**config.mk**
```make
export PLATFORM = sky130hd
export DESIGN_NAME = ctrl_pipe
export DESIGN_NICKNAME = d
export VERILOG_FILES = /design/src/rtl/ctrl_pipe_pkg.sv /design/src/rtl/ctrl_pipe_dec.sv /design/src/rtl/ctrl_pipe.sv
export SDC_FILE = /design/constraint.sdc
export NUM_CORES = 1
export LEC_CHECK = 0
export CAP_MARGIN = 15
export CORE_UTILIZATION = 35
export CTS_CLUSTER_DIAMETER = 50
export DETAILED_ROUTE_END_ITERATION = 16
export HOLD_SLACK_MARGIN = 0.15
export PLACE_DENSITY = 0.72
export SYNTH_ARGS = -nofsm -noshare
export SYNTH_HDL_FRONTEND = slang
export SYNTH_SLANG_ARGS = --single-unit
```
**constraint.sdc**
```tcl
create_clock -name clk -period 3.55 [get_ports clk]
set_clock_uncertainty 0.05 [all_clocks]
set_input_delay 0.71 -clock clk [delete_from_list [all_inputs] [get_ports clk]]
set_output_delay 0.71 -clock clk [all_outputs]
set_load 0.05 [all_outputs]
```
**src/rtl/ctrl_pipe_pkg.sv**
```systemverilog
// Shared encodings, control bundle type and decode defaults for the ID stage.
package ctrl_pipe_pkg;

  localparam int unsigned CPU_WIDTH        = 32;
  localparam int unsigned REG_ADDR_WIDTH   = 5;
  localparam int unsigned ALU_OP_WIDTH     = 5;
  localparam int unsigned MEM_OP_WIDTH     = 3;
  localparam int unsigned IMM_GEN_OP_WIDTH = 3;
  localparam int unsigned ALU_SRC_WIDTH    = 2;

  localparam logic [6:0] OPCODE_LUI   = 7'b0110111;
  localparam logic [6:0] OPCODE_AUIPC = 7'b0010111;
  localparam logic [6:0] OPCODE_JAL   = 7'b1101111;
  localparam logic [6:0] OPCODE_JALR  = 7'b1100111;
  localparam logic [6:0] OPCODE_B     = 7'b1100011;
  localparam logic [6:0] OPCODE_IL    = 7'b0000011;
  localparam logic [6:0] OPCODE_S     = 7'b0100011;
  localparam logic [6:0] OPCODE_I     = 7'b0010011;
  localparam logic [6:0] OPCODE_R     = 7'b0110011;

  localparam logic [6:0] FUNCT7_INST_A = 7'b0000000;
  localparam logic [6:0] FUNCT7_INST_B = 7'b0100000;
  localparam logic [6:0] FUNCT7_INST_M = 7'b0000001;

  localparam logic [2:0] F3_ADD_SUB = 3'b000;
  localparam logic [2:0] F3_SLL     = 3'b001;
  localparam logic [2:0] F3_SLT     = 3'b010;
  localparam logic [2:0] F3_SLTU    = 3'b011;
  localparam logic [2:0] F3_XOR     = 3'b100;
  localparam logic [2:0] F3_SRL_SRA = 3'b101;
  localparam logic [2:0] F3_OR      = 3'b110;
  localparam logic [2:0] F3_AND     = 3'b111;

  typedef enum logic [ALU_OP_WIDTH-1:0] {
    ALU_AND    = 5'd0,
    ALU_OR     = 5'd1,
    ALU_XOR    = 5'd2,
    ALU_ADD    = 5'd3,
    ALU_SUB    = 5'd4,
    ALU_SLL    = 5'd5,
    ALU_SRL    = 5'd6,
    ALU_SRA    = 5'd7,
    ALU_SLT    = 5'd8,
    ALU_SLTU   = 5'd9,
    ALU_BEQ    = 5'd10,
    ALU_BNE    = 5'd11,
    ALU_BLT    = 5'd12,
    ALU_BGE    = 5'd13,
    ALU_BLTU   = 5'd14,
    ALU_BGEU   = 5'd15,
    ALU_MUL    = 5'd16,
    ALU_MULH   = 5'd17,
    ALU_MULHSU = 5'd18,
    ALU_MULHU  = 5'd19,
    ALU_DIV    = 5'd20,
    ALU_DIVU   = 5'd21,
    ALU_REM    = 5'd22,
    ALU_REMU   = 5'd23
  } alu_op_e;

  typedef enum logic {ALU2REG = 1'b0, MEM2REG = 1'b1} mem2reg_e;

  typedef enum logic [MEM_OP_WIDTH-1:0] {
    MEM_LB, MEM_LH, MEM_LW, MEM_LBU, MEM_LHU, MEM_SB, MEM_SH, MEM_SW
  } mem_op_e;

  typedef enum logic [IMM_GEN_OP_WIDTH-1:0] {
    IMM_GEN_I, IMM_GEN_S, IMM_GEN_B, IMM_GEN_U, IMM_GEN_J
  } imm_gen_e;

  typedef enum logic [ALU_SRC_WIDTH-1:0] {
    ALU_SRC_REG, ALU_SRC_IMM, ALU_SRC_FOUR_PC, ALU_SRC_IMM_PC
  } alu_src_e;

  typedef struct packed {
    logic                      branch;
    logic                      jump;
    logic                      reg_wen;
    logic [REG_ADDR_WIDTH-1:0] reg_waddr;
    logic [REG_ADDR_WIDTH-1:0] reg1_raddr;
    logic [REG_ADDR_WIDTH-1:0] reg2_raddr;
    logic                      mem_wen;
    logic                      mem_ren;
    mem2reg_e                  mem2reg;
    mem_op_e                   mem_op;
    imm_gen_e                  imm_gen_op;
    alu_op_e                   alu_op;
    alu_src_e                  alu_src_sel;
    logic                      illegal;
  } ctrl_t;

  localparam ctrl_t CTRL_DEFAULT = '{
    branch:      1'b0,
    jump:        1'b0,
    reg_wen:     1'b0,
    reg_waddr:   '0,
    reg1_raddr:  '0,
    reg2_raddr:  '0,
    mem_wen:     1'b0,
    mem_ren:     1'b0,
    mem2reg:     ALU2REG,
    mem_op:      MEM_LW,
    imm_gen_op:  IMM_GEN_I,
    alu_op:      ALU_AND,
    alu_src_sel: ALU_SRC_REG,
    illegal:     1'b0
  };

  // Shared by OP and OP-IMM; alt selects SUB/SRA where the encoding allows it.
  function automatic alu_op_e alu_base_op(input logic [2:0] f3, input logic alt);
    alu_op_e op;
    case (f3)
      F3_ADD_SUB: op = alt ? ALU_SUB : ALU_ADD;
      F3_SLL:     op = ALU_SLL;
      F3_SLT:     op = ALU_SLT;
      F3_SLTU:    op = ALU_SLTU;
      F3_XOR:     op = ALU_XOR;
      F3_SRL_SRA: op = alt ? ALU_SRA : ALU_SRL;
      F3_OR:      op = ALU_OR;
      default:    op = ALU_AND;
    endcase
    return op;
  endfunction

endpackage

```
**src/rtl/ctrl_pipe_dec.sv**
```systemverilog
// Combinational RV32I(+M) decode: control bundle, illegal flag and operand-use flags.
module ctrl_dec
  import ctrl_pipe_pkg::*;
#(
  parameter bit EN_M_EXT = 1'b0
) (
  input  logic [CPU_WIDTH-1:0] inst,
  output ctrl_t                ctrl,
  output logic                 uses_rs1,
  output logic                 uses_rs2
);

  logic [6:0] opcode;
  logic [6:0] funct7;
  logic [2:0] funct3;
  logic [4:0] rd;
  logic [4:0] rs1;
  logic [4:0] rs2;
  logic       ill;

  assign opcode = inst[6:0];
  assign rd     = inst[11:7];
  assign funct3 = inst[14:12];
  assign rs1    = inst[19:15];
  assign rs2    = inst[24:20];
  assign funct7 = inst[31:25];

  always_comb begin
    ctrl     = CTRL_DEFAULT;
    uses_rs1 = 1'b0;
    uses_rs2 = 1'b0;
    ill      = 1'b0;
    case (opcode)
      OPCODE_LUI: begin
        ctrl.reg_wen     = 1'b1;
        ctrl.reg_waddr   = rd;
        ctrl.imm_gen_op  = IMM_GEN_U;
        ctrl.alu_op      = ALU_ADD;
        ctrl.alu_src_sel = ALU_SRC_IMM;
      end
      OPCODE_AUIPC: begin
        ctrl.reg_wen     = 1'b1;
        ctrl.reg_waddr   = rd;
        ctrl.imm_gen_op  = IMM_GEN_U;
        ctrl.alu_op      = ALU_ADD;
        ctrl.alu_src_sel = ALU_SRC_IMM_PC;
      end
      OPCODE_JAL: begin
        ctrl.jump        = 1'b1;
        ctrl.reg_wen     = 1'b1;
        ctrl.reg_waddr   = rd;
        ctrl.imm_gen_op  = IMM_GEN_J;
        ctrl.alu_op      = ALU_ADD;
        ctrl.alu_src_sel = ALU_SRC_FOUR_PC;
      end
      OPCODE_JALR: begin
        uses_rs1         = 1'b1;
        ctrl.jump        = 1'b1;
        ctrl.reg_wen     = 1'b1;
        ctrl.reg_waddr   = rd;
        ctrl.reg1_raddr  = rs1;
        ctrl.imm_gen_op  = IMM_GEN_I;
        ctrl.alu_op      = ALU_ADD;
        ctrl.alu_src_sel = ALU_SRC_FOUR_PC;
      end
      OPCODE_B: begin
        uses_rs1        = 1'b1;
        uses_rs2        = 1'b1;
        ctrl.branch     = 1'b1;
        ctrl.reg1_raddr = rs1;
        ctrl.reg2_raddr = rs2;
        ctrl.imm_gen_op = IMM_GEN_B;
        case (funct3)
          3'b000:  ctrl.alu_op = ALU_BEQ;
          3'b001:  ctrl.alu_op = ALU_BNE;
          3'b100:  ctrl.alu_op = ALU_BLT;
          3'b101:  ctrl.alu_op = ALU_BGE;
          3'b110:  ctrl.alu_op = ALU_BLTU;
          3'b111:  ctrl.alu_op = ALU_BGEU;
          default: ill = 1'b1;
        endcase
      end
      OPCODE_IL: begin
        uses_rs1         = 1'b1;
        ctrl.mem_ren     = 1'b1;
        ctrl.reg_wen     = 1'b1;
        ctrl.reg_waddr   = rd;
        ctrl.reg1_raddr  = rs1;
        ctrl.mem2reg     = MEM2REG;
        ctrl.imm_gen_op  = IMM_GEN_I;
        ctrl.alu_op      = ALU_ADD;
        ctrl.alu_src_sel = ALU_SRC_IMM;
        case (funct3)
          3'b000:  ctrl.mem_op = MEM_LB;
          3'b001:  ctrl.mem_op = MEM_LH;
          3'b010:  ctrl.mem_op = MEM_LW;
          3'b100:  ctrl.mem_op = MEM_LBU;
          3'b101:  ctrl.mem_op = MEM_LHU;
          default: ill = 1'b1;
        endcase
      end
      OPCODE_S: begin
        uses_rs1         = 1'b1;
        uses_rs2         = 1'b1;
        ctrl.mem_wen     = 1'b1;
        ctrl.reg1_raddr  = rs1;
        ctrl.reg2_raddr  = rs2;
        ctrl.imm_gen_op  = IMM_GEN_S;
        ctrl.alu_op      = ALU_ADD;
        ctrl.alu_src_sel = ALU_SRC_IMM;
        case (funct3)
          3'b000:  ctrl.mem_op = MEM_SB;
          3'b001:  ctrl.mem_op = MEM_SH;
          3'b010:  ctrl.mem_op = MEM_SW;
          default: ill = 1'b1;
        endcase
      end
      OPCODE_I: begin
        uses_rs1         = 1'b1;
        ctrl.reg_wen     = 1'b1;
        ctrl.reg_waddr   = rd;
        ctrl.reg1_raddr  = rs1;
        ctrl.imm_gen_op  = IMM_GEN_I;
        ctrl.alu_src_sel = ALU_SRC_IMM;
        // inst[30] is immediate data except for the SRAI shift-type bit
        ctrl.alu_op      = alu_base_op(funct3, (funct3 == F3_SRL_SRA) && inst[30]);
      end
      OPCODE_R: begin
        uses_rs1         = 1'b1;
        uses_rs2         = 1'b1;
        ctrl.reg_wen     = 1'b1;
        ctrl.reg_waddr   = rd;
        ctrl.reg1_raddr  = rs1;
        ctrl.reg2_raddr  = rs2;
        ctrl.alu_src_sel = ALU_SRC_REG;
        case (funct7)
          FUNCT7_INST_A: ctrl.alu_op = alu_base_op(funct3, 1'b0);
          FUNCT7_INST_B: begin
            if (funct3 == F3_ADD_SUB || funct3 == F3_SRL_SRA)
              ctrl.alu_op = alu_base_op(funct3, 1'b1);
            else
              ill = 1'b1;
          end
          FUNCT7_INST_M: begin
            if (EN_M_EXT)
              ctrl.alu_op = alu_op_e'(5'(ALU_MUL) + 5'(funct3));
            else
              ill = 1'b1;
          end
          default: ill = 1'b1;
        endcase
      end
      default: ill = 1'b1;
    endcase
    if (ill) begin
      ctrl         = CTRL_DEFAULT;
      ctrl.illegal = 1'b1;
    end
  end

endmodule

```
**src/rtl/ctrl_pipe.sv**
```systemverilog
// ID-stage pipeline register around ctrl_dec with valid/ready handshake,
// load-use interlock, flush and a saturating interlock stall counter.
module ctrl_pipe
  import ctrl_pipe_pkg::*;
#(
  parameter bit          EN_M_EXT  = 1'b0,
  parameter int unsigned CNT_WIDTH = 16
) (
  input  logic                        clk,
  input  logic                        rst,
  input  logic                        flush,
  input  logic                        in_valid,
  output logic                        in_ready,
  input  logic [CPU_WIDTH-1:0]        inst,
  input  logic [CPU_WIDTH-1:0]        in_pc,
  output logic                        out_valid,
  input  logic                        out_ready,
  output logic [CPU_WIDTH-1:0]        out_pc,
  output logic                        branch,
  output logic                        jump,
  output logic                        reg_wen,
  output logic [REG_ADDR_WIDTH-1:0]   reg_waddr,
  output logic [REG_ADDR_WIDTH-1:0]   reg1_raddr,
  output logic [REG_ADDR_WIDTH-1:0]   reg2_raddr,
  output logic                        mem_wen,
  output logic                        mem_ren,
  output logic                        mem2reg,
  output logic [MEM_OP_WIDTH-1:0]     mem_op,
  output logic [IMM_GEN_OP_WIDTH-1:0] imm_gen_op,
  output logic [ALU_OP_WIDTH-1:0]     alu_op,
  output logic [ALU_SRC_WIDTH-1:0]    alu_src_sel,
  output logic                        illegal,
  output logic [CNT_WIDTH-1:0]        stall_cnt
);

  ctrl_t dec;
  ctrl_t q;
  logic  uses_rs1;
  logic  uses_rs2;
  logic  hz;
  logic  accept;

  ctrl_dec #(.EN_M_EXT(EN_M_EXT)) u_dec (
    .inst     (inst),
    .ctrl     (dec),
    .uses_rs1 (uses_rs1),
    .uses_rs2 (uses_rs2)
  );

  // Raw rs fields are compared; uses_rs* masks encodings where they are immediate bits.
  always_comb begin
    hz = out_valid && q.mem_ren && !q.mem_wen && (q.reg_waddr != '0) &&
         ((uses_rs1 && (inst[19:15] == q.reg_waddr)) ||
          (uses_rs2 && (inst[24:20] == q.reg_waddr)));
    in_ready = !flush && !hz && (!out_valid || out_ready);
    accept   = in_valid && in_ready;
  end

  always_ff @(posedge clk) begin
    if (rst) begin
      out_valid <= 1'b0;
      out_pc    <= '0;
      q         <= CTRL_DEFAULT;
      stall_cnt <= '0;
    end else if (flush) begin
      out_valid <= 1'b0;
    end else begin
      if (accept) begin
        out_valid <= 1'b1;
        out_pc    <= in_pc;
        q         <= dec;
      end else if (out_ready) begin
        out_valid <= 1'b0;
      end
      if (hz && in_valid && (stall_cnt != '1))
        stall_cnt <= stall_cnt + 1'b1;
    end
  end

  always_comb begin
    branch      = q.branch;
    jump        = q.jump;
    reg_wen     = q.reg_wen;
    reg_waddr   = q.reg_waddr;
    reg1_raddr  = q.reg1_raddr;
    reg2_raddr  = q.reg2_raddr;
    mem_wen     = q.mem_wen;
    mem_ren     = q.mem_ren;
    mem2reg     = q.mem2reg;
    mem_op      = q.mem_op;
    imm_gen_op  = q.imm_gen_op;
    alu_op      = q.alu_op;
    alu_src_sel = q.alu_src_sel;
    illegal     = q.illegal;
  end

endmodule

```
==> reports/qor.txt, run 1 <==
Ant. Diodes: 0
post-route ant nets: 0
Cell Chain, Critical Path: clkdlybuf4s50_1 -> or2_0 -> a211o_1 -> nor4_4 -> nor3_1 -> buf_4
Worst Path Buf+Inv: 2
Register-to-Register Setup Slack: 0.52 ns
final total power: 0.00194 W
CP Capture Type: output pin
first-pass GRT wire length: 18600 um
RD Place Congestion: 0.895
CP delay by family, top: simple AND/OR/NAND/NOR gates
Final nets: 713
Area Growth Syn to Fin: 48.4%
Area contributors post-synth: dfxtp_1 43%, nand2_1 11%, a21oi_1 10%
Async S/R FF share, synth: 0
antenna violations before repair: 0
Hold Crit Class: register to register
Clk network pwr share: 0.344
routed len/inst: 14.6 um
overall routing resource usage: 0.202
fin crit share: 0.928
Min-Delay Endpoint: reg2_raddr[2]$_SDFFE_PP0P_
1st-iter DRT viols: 200
CTS tree: yes
H-tree levels: 3
R2R depth: 8
Die Y-Extent: 107 um
Post-CTS Hold Buffers: 0
CORE AREA: 0.0105 sq mm
fmax: 304 MHz
CTS sink count: 82
Inst Count DP: 768
RSZ-0062 raised after global routing: false
VDD IR max: 0.219 mV
Post-Synth Adder-Cell Area: 0.00326
# fillers: 999
most numerous cell in the Yosys netlist: nand2_1
Max-slew headroom: 0.375
post-CTS setup buffer count: 0
Root Buffer: clkbuf_8
Finished Layout Cells: 783
Post-synth EDFFs: 0
sw frac: 0.271
worst r2r dst: alu_op[3]$_SDFFE_PP0P_
cell accounting for the most synthesized area: dfxtp_1
Top FF cell, synth: dfxtp_1
crit path DAT: 2.53 ns
top post-synthesis cells by count: 112 x nand2_1, 82 x dfxtp_1, 80 x a21oi_1
share of cells above drive strength 1: 0.0711
LEAKAGE: 1.89 nW
Sum Neg Setup Slack: 0 ns
hold path start: reg2_raddr[2]$_SDFFE_PP0P_
Bufs on Longest Clock Path: 2
Yosys cell types: 54
post-synthesis compound-gate area fraction: 0.186
syn_nets: 568
IO Port Bufs: 152
vias per cell: 5.20
Slew @ Worst Pin: 0.938 ns
# IOs: 154
Hold Path Depth: 2
Psw: 0.000525 W
largest family of logic cells by synthesized area: simple AND/OR/NAND/NOR gates
synthesized flop and latch total: 82
Slowest cell on crit path: clkdlybuf4s50_1
post-cts repair resize count: 0
row cnt: 37
post-synthesis simple-gate area fraction: 0.289
Congestion Overflow GR: 0
status: complete, no violations
Worst EP required: 2.79 ns
Die X: 107 um
Routed WL: 11400 um
largest net degree at the start of global routing: 53
synthesized cell area: 0.00384 sq mm
Startpoint Class: primary input
area share of the largest cell type after synthesis: 0.428
Slowest Stage Delay on Critical Path: 0.45 ns
Die ar.: 0.0114 sq mm
Final Hold Fails: 0
Slew Limit Fails: 0
cell depth of the worst setup path: 6
Crit Path Class: primary input to output pin
sequential power share: 0.488
Cells after Synth: 498
vias in the first global route: 3922
fin crit period: 3.29 ns
worst r2r src: reg_waddr[1]$_SDFFE_PP0P_
PwrDens: 341 mW/mm^2
worst skew pair latency: 0.35 ns
clock-pin slew on the worst setup and hold paths: 0.08 ns
DR DRC count: 0
Final setup viols: 0
Int Pwr: 0.00142 W
Max Cap Violations: 0
synthesis warning total: 0
fraction of power consumed by combinational cells: 0.168
Syn Area/Cell: 7.71 sq um
drt first pass iters: 4
post-synthesis mux area share: 0.0108
register area share after synthesis: 0.428
CTS Buf Count: 9
Synth Area in XOR/XNOR: 0.0297
vias: 4073
DP HPWL: 8360 um
Initial Util: 0.367
crit-path max FO: 4
[layout by cell type, fill, tap and decap left out, types with 2 or more instances in the layout]
cell type,instances
nand2b_1,7
or3_1,17
nand3_1,21
or4_1,6
clkdlybuf4s50_1,150
clkinvlp_4,2
nand4_1,19
a32oi_1,2
o21ai_1,2
o31ai_1,6
nor4_1,3
clkinv_2,2
nor2b_1,4
clkbuf_8,10
buf_4,20
nand4b_1,2
nand2_1,112
xor2_1,2
nor3_1,8
mux2i_1,3
a21oi_1,80
xnor2_1,11
nand3b_1,2
o21ai_0,18
a211oi_1,3
and3_1,2
nor2_1,13
dfxtp_1,82
a2111oi_0,3
inv_1,9
[stage by stage]
step	hold slack, ns	setup slack [ns]	util	cell area (sq um)
2_1_floorplan	0.617	0.267	-	3840
5_1_grt	0.420	0.172	0.545	5700
3_3_place_gp	0.391	0.141	0.526	5510
6_report	0.403	0.257	0.545	5700
4_1_cts	0.406	0.254	0.545	5700
3_5_place_dp	0.395	0.125	0.526	5510
[layer usage]
metal / share of wire / wire length [um] / GRT usage / up-vias
met1: 0.45 / 5120 / 0.254 / 1874
met3: 0.067 / 771 / 0.0468 / 18
li1: - / - / - / 2040
met5: 0 / 0 / 0 / -
met4: 0.018 / 204 / 0.0763 / 0
met2: 0.47 / 5330 / 0.336 / 141
[cell families (layout without fill, tap and decap cells)]
kind of cell / Yosys count / in the layout
xor gates and xnor gates: 13 / 13
adders and majority gates: 1 / 1
buffers and inverters: 46 / 195
and+or+nand+nor: 226 / 226
AOI/OAI and AO/OA: 125 / 125
other: 1 / 1
DFF: 82 / 82
muxes: 4 / 4
[worst max path at each step]
stage,to,startpoint,slack [ns]
5_1_grt,in_ready,inst[2],0.17
2_1_floorplan,in_ready,reg_waddr[1]$_SDFFE_PP0P_,0.27
6_report,in_ready,inst[2],0.26
3_3_place_gp,stall_cnt[7]$_SDFFE_PP0P_,inst[6],0.14
4_1_cts,in_ready,inst[2],0.25
3_5_place_dp,stall_cnt[7]$_SDFFE_PP0P_,inst[2],0.13
[worst reg2reg max path, delay by kind of cell (launching register included)]
kind            cells  cell delay [ns]
compound gates      1             0.26
simple gates        4             1.37
mux                 1             0.24
flops               1             0.38
buf+inv             2             0.59
[state kept, by name, summed over array words and instances (netlist names)]
name         count
alu_op           4
reg_wen          1
reg1_raddr       5
out_pc          32
reg_waddr        5
mem_op           3
alu_src_sel      2
stall_cnt       16
illegal          1
jump             1
reg2_raddr       5
mem_wen          1
imm_gen_op       3
branch           1
mem_ren          1
out_valid        1
[cell type report]
type	instances	area, sq um	area share
clock inverter	5	55.1	0.00966
clock buffer	10	138	0.0242
multi-input combinational	370	2000	0.352
inverter	9	33.8	0.00593
timing repair buffer	171	1660	0.291
sequential	82	1640	0.288
tap	136	170	0.0299
[power by group through the flow]
stage          Clock [W]  Combinational [W]  Sequential [W]
2_1_floorplan          0           0.000111         0.00103
3_3_place_gp           0           0.000322        0.000968
3_5_place_dp           0           0.000325        0.000969
4_1_cts         0.000690           0.000326        0.000948
5_1_grt         0.000731           0.000349        0.000950
6_report        0.000667           0.000326        0.000947
(Power assumes the default switching activity.)
==> inputs of run 2 (changes only) <==
CELL_PAD_IN_SITES_DETAIL_PLACEMENT = 0   (was not set)
CELL_PAD_IN_SITES_GLOBAL_PLACEMENT = 1   (was not set)
CORE_UTILIZATION = 30   (was 35)
PLACE_DENSITY = 0.84   (was 0.72)
SETUP_SLACK_MARGIN = 0.5   (was not set)
==> run 2 against run 1 <==
  * Cell area grew 4.5%
  * Clock power grew 36%
  * First-iteration DRC count grew 34%
  * Cell count grew 5.4%
  * Utilization shrank 5.9 points
  * Hold slack lost 0.0021 ns
  * Worst setup slack gained 0.33 ns
  * Power grew 13%
  * Wire length grew 2.2%
  * Non-clock buffer count grew 9
  * Register-to-register slack gained 0.13 ns
  * Count of clock-buffer cells in the layout is the same
  * Critical path type unchanged
  * Highest routed layer unchanged
==> reports/qor.txt, run 2 (synthesis results as in run 1) <==
drt first pass iters: 4
fmax: 338 MHz
met3 WL post-DR: 888 um
Bufs on Longest Clock Path: 2
commonest non-fill, non-tap cell in the layout: clkdlybuf4s50_1
Largest register FFs: 32
VDD IR max: 0.279 mV
Die Y-Extent: 115 um
CORE AREA: 0.0123 sq mm
row cnt: 40
sequential power share: 0.434
clock-pin slew on the worst setup and hold paths: 0.06 ns
Slew Limit Fails: 0
Area Growth Syn to Fin: 55.1%
top routing layer used: met4
LEAKAGE: 2.01 nW
Final setup viols: 0
status: complete, no violations
biggest registers after layout: out_pc x32, stall_cnt x16
Int Pwr: 0.00162 W
Sum Neg Setup Slack: 0 ns
commonest non-fill, non-tap cells in the layout: 143 x clkdlybuf4s50_1, 112 x nand2_1, 82 x dfxtp_1
DP HPWL: 8350 um
Placement Setup Slack: 0.163 ns
fin crit share: 0.833
sw frac: 0.259
largest register by flop count: out_pc
H-tree levels: 3
final total power: 0.00219 W
fin crit period: 2.96 ns
PwrDens: 367 mW/mm^2
Max-slew headroom: 0.484
post-route ant nets: 0
RSZ-0062 raised after global routing: false
Cell Chain, Critical Path: dlygate4sd2_1 -> or2_1 -> a211o_1 -> nor4_4 -> buf_4 -> nor3_2 -> buf_6
first-pass GRT wire length: 18500 um
share of cells above drive strength 1: 0.0898
antenna violations before repair: 0
# IOs: 154
DRT met1 WL: 5060 um
Ant. Diodes: 0
Psw: 0.000566 W
Clk network pwr share: 0.414
worst skew pair latency: 0.34 ns
Die X: 115 um
Hold Crit Class: register to register
Initial Util: 0.313
CP Capture Type: output pin
largest net degree at the start of global routing: 52
CTS Buf Count: 9
RD Place Congestion: 0.870
1st-iter DRT viols: 268
routed len/inst: 14.2 um
CP delay by family, top: simple AND/OR/NAND/NOR gates
Slowest cell on crit path: nor4_4
# fillers: 1222
fraction of power consumed by combinational cells: 0.152
IO Port Bufs: 152
CTS sink count: 82
DR DRC count: 0
Routed WL: 11700 um
vias: 4093
CTS tree: yes
vias in the first global route: 3860
WL met2: 5560 um
Congestion Overflow GR: 0
overall routing resource usage: 0.177
crit-path max FO: 3
Max Cap Violations: 0
Root Buffer: clkbuf_16
Final nets: 722
Final Hold Fails: 0
Slew @ Worst Pin: 0.774 ns
Die ar.: 0.0133 sq mm
Crit Path Class: primary input to output pin
Slowest Stage Delay on Critical Path: 0.32 ns
Worst Slack Setup Final: 0.592 ns
Worst EP required: 2.79 ns
vias per cell: 4.96
crit path DAT: 2.20 ns
Startpoint Class: primary input
Worst Path Buf+Inv: 3
-- run 2: cell type report --
type | instances | area [sq um] | area share
multi-input combinational | 370 | 2040 | 0.342
timing repair buffer | 180 | 1750 | 0.293
sequential | 82 | 1640 | 0.276
clock buffer | 10 | 229 | 0.0384
tap | 168 | 210 | 0.0353
clock inverter | 6 | 57.6 | 0.00966
inverter | 9 | 33.8 | 0.00567
-- run 2: timing repair --
item                       in CTS  in global routing
setup buffers                   9                  0
setup endpoints to repair       1                 44
hold buffers                    0                  0
pin swaps                       6                  1
resized for setup              13                  2
-- run 2: final timing paths --
path	startpoint	to	slack [ns]	depth (start not counted)
worst max-delay path	inst[2]	in_ready	0.59	7
worst max register to register	reg_waddr[1]$_SDFFE_PP0P_	alu_src_sel[0]$_SDFFE_PP0P_	0.65	9
worst min register to register	reg2_raddr[0]$_SDFFE_PP0P_	reg2_raddr[0]$_SDFFE_PP0P_	0.40	2
worst min-delay path	reg2_raddr[0]$_SDFFE_PP0P_	reg2_raddr[0]$_SDFFE_PP0P_	0.40	2
-- run 2: power groups by stage --
| stage | combinational [W] | clock [W] | sequential (W) |
|---|---|---|---|
| after floorplan | 0.000112 | 0 | 0.00103 |
| after global placement | 0.000326 | 0 | 0.000968 |
| after detailed placement | 0.000327 | 0 | 0.000969 |
| after CTS | 0.000332 | 0.000938 | 0.000949 |
| after global routing | 0.000357 | 0.000971 | 0.000950 |
| final | 0.000333 | 0.000907 | 0.000949 |
-- run 2: stage by stage --
stage / util / instance area, sq um / hold WS [ns] / instances
finish: 0.486 / 5960 / 0.401 / 825
global route: 0.486 / 5960 / 0.421 / 825
CTS: 0.485 / 5950 / 0.404 / 825
detailed placement: 0.455 / 5580 / 0.396 / 800
global placement: 0.455 / 5580 / 0.391 / 800
floorplan: - / 3840 / 0.617 / 498
-- run 2: layer usage --
layer / vias to the layer above / track usage
met5: - / 0
met4: 0 / 0.0693
met3: 12 / 0.0522
met2: 146 / 0.297
met1: 1873 / 0.212
li1: 2062 / -
-- run 2: tightest hold or removal path, cell delays in order, from the launching register on --
cell     delay (ns)
dfxtp_1        0.31
nand2_1        0.05
a21oi_1        0.05
==> inputs of run 3 (changes only) <==
CORE_UTILIZATION = 27   (was 30)
PLACE_DENSITY = 0.8   (was 0.84)
clock period = 2.7 ns   (was 3.55 ns; I/O delays follow)
==> run 3 against run 2 <==
  * Sequential share of layout area decreased by 5.5 points
  * Die area increased by 11%
  * Register-to-register slack got worse by 0.55 ns
  * Cell area increased by 26%
  * Cell count increased by 9.3%
  * Utilization increased by 5.5 points
  * Worst setup slack got worse by 0.52 ns
  * Critical path depth decreased by 1
  * Clock power increased by 31%
  * Combinational power increased by 90%
  * Via count increased by 10%
  * Critical path type is now register to output pin
  * Largest cell class is now buffers
==> reports/qor.txt, run 3 (synthesis results as in run 1) <==
clock-pin slew on the worst setup and hold paths: 0.06 ns
Routed WL: 14400 um
CTS tree: yes
GR Util met3: 0.0522
sw frac: 0.268
Ant. Diodes: 0
Slowest cell on crit path: or4_4
RSZ-0062 raised after global routing: true
Die Y-Extent: 121 um
first-pass GRT wire length: 22200 um
post-route ant nets: 0
fin crit period: 2.63 ns
commonest non-fill, non-tap cells in the layout: 106 x clkdlybuf4s50_1, 76 x nand2_1, 75 x dfxtp_1
Max-slew headroom: 0.569
# IOs: 154
Hold Path Depth: 2
vias in the first global route: 4317
met1 Use GR: 0.239
Area Growth Syn to Fin: 95.4%
commonest non-fill, non-tap cell in the layout: clkdlybuf4s50_1
drt first pass iters: 6
Worst EP required: 2.11 ns
DR DRC count: 0
sequential power share: 0.406
DP HPWL: 9100 um
Crit Path Class: register to output pin
final total power: 0.00307 W
Congestion Overflow GR: 0
Cell Chain, Critical Path: or4_4 -> o2111ai_4 -> nor4_4 -> buf_4 -> nor3_4 -> buf_6
IO Port Bufs: 152
Hold Crit Class: register to register
row cnt: 43
VDD IR max: 0.345 mV
Max Cap Violations: 0
PwrDens: 409 mW/mm^2
Inst Count DP: 837
LEAKAGE: 3.00 nW
Slew Limit Fails: 0
Die X: 121 um
antenna violations before repair: 0
routed len/inst: 15.9 um
Clk network pwr share: 0.388
biggest registers after layout: out_pc x32, stall_cnt x16
largest net degree at the start of global routing: 30
Die ar.: 0.0147 sq mm
vias per cell: 5.01
Final setup viols: 0
RD Place Congestion: 0.880
fraction of power consumed by combinational cells: 0.206
1st-iter DRT viols: 303
H-tree levels: 3
Finished Layout Cells: 902
crit-path max FO: 2
CP Capture Type: output pin
Slew @ Worst Pin: 0.647 ns
CORE AREA: 0.0139 sq mm
fin crit share: 0.975
Int Pwr: 0.00225 W
overall routing resource usage: 0.195
crit path DAT: 2.04 ns
Startpoint Class: register
Bufs on Longest Clock Path: 2
R2R depth: 13
fmax: 380 MHz
Largest register FFs: 32
busiest grt layer: met2
Root Buffer: clkbuf_16
Final Hold Fails: 0
CTS Buf Count: 9
worst skew pair latency: 0.34 ns
Final nets: 787
vias: 4517
CTS sink count: 82
Slowest Stage Delay on Critical Path: 0.52 ns
Register-to-Register Setup Slack: 0.10 ns
# fillers: 1256
share of cells above drive strength 1: 0.328
Psw: 0.000822 W
met2 usage: 0.335
status: complete, no violations
Initial Util: 0.277
largest register by flop count: out_pc
run 3: cell count changes in the layout (fill, tap and decap cells not counted), sizes merged:
cell,before,now
clkbuf,10,14
clkdlybuf4s15,0,3
dlygate4sd2,7,25
clkdlybuf4s50,143,106
dlymetal6s2s,0,10
buf,30,96
or3,18,19
run 3: area by class of cell:
type                    count  area [sq um]  area share
clock inverters             6          57.6     0.00767
well taps                 180           225      0.0300
clock buffers              10           229      0.0305
repair buffers            244          2680       0.357
multi-input cells         371          2620       0.349
inverters                   9          33.8     0.00450
flip-flops and latches     82          1660       0.221
run 3: metrics by stage:
stage          instance area (sq um)  setup slack (ns)  TNS (ns)  hold WS, ns   util
2_1_floorplan                   3990             0.223         0        0.510      -
3_3_place_gp                    5880            -0.170     -8.58        0.391  0.424
3_5_place_dp                    5880            -0.208    -11.41        0.397  0.424
4_1_cts                         7140            0.0567         0        0.406  0.514
5_1_grt                         7500          -0.00286  -0.00525        0.426  0.540
6_report                        7500            0.0678         0        0.401  0.540
run 3: path summary, 6_finish.rpt:
kind                            end                 startpoint
max                        in_ready  reg_waddr[2]$_SDFFE_PP0P_
min            reg_wen$_SDFFE_PP0P_       reg_wen$_SDFFE_PP0P_
max reg2reg  alu_op[1]$_SDFFE_PP0P_  reg_waddr[2]$_SDFFE_PP0P_
min reg2reg    reg_wen$_SDFFE_PP0P_       reg_wen$_SDFFE_PP0P_
run 3: power groups by stage:
| stage | clock network [W] | registers [W] | logic (W) |
|---|---|---|---|
| after floorplan | 0 | 0.00136 | 0.000161 |
| after global placement | 0 | 0.00127 | 0.000456 |
| after detailed placement | 0 | 0.00127 | 0.000460 |
| after CTS | 0.00123 | 0.00125 | 0.000602 |
| after global routing | 0.00129 | 0.00125 | 0.000668 |
| final | 0.00119 | 0.00125 | 0.000632 |
run 3: metal layers:
metal / share of wire / up-vias
met5: 0 / -
met4: 0.012 / 0
met3: 0.055 / 15
met2: 0.50 / 136
met1: 0.43 / 2161
li1: - / 2205
run 3: worst max-delay path: cells and delay by family (launching register included):
| family | cells | cell delay [ns] |
|---|---|---|
| and+or+nand+nor | 3 | 0.75 |
| DFF | 1 | 0.34 |
| buffers and inverters | 2 | 0.32 |
| AOI/OAI and AO/OA | 1 | 0.28 |
run 3: timing repair:
action / in CTS / in global routing
resized for setup: 156 / 73
buffers inserted: 24 / 11
gates cloned: 14 / 0
setup endpoints to repair: 96 / 93
hold buffers: 0 / 0
pin swaps: 101 / 45
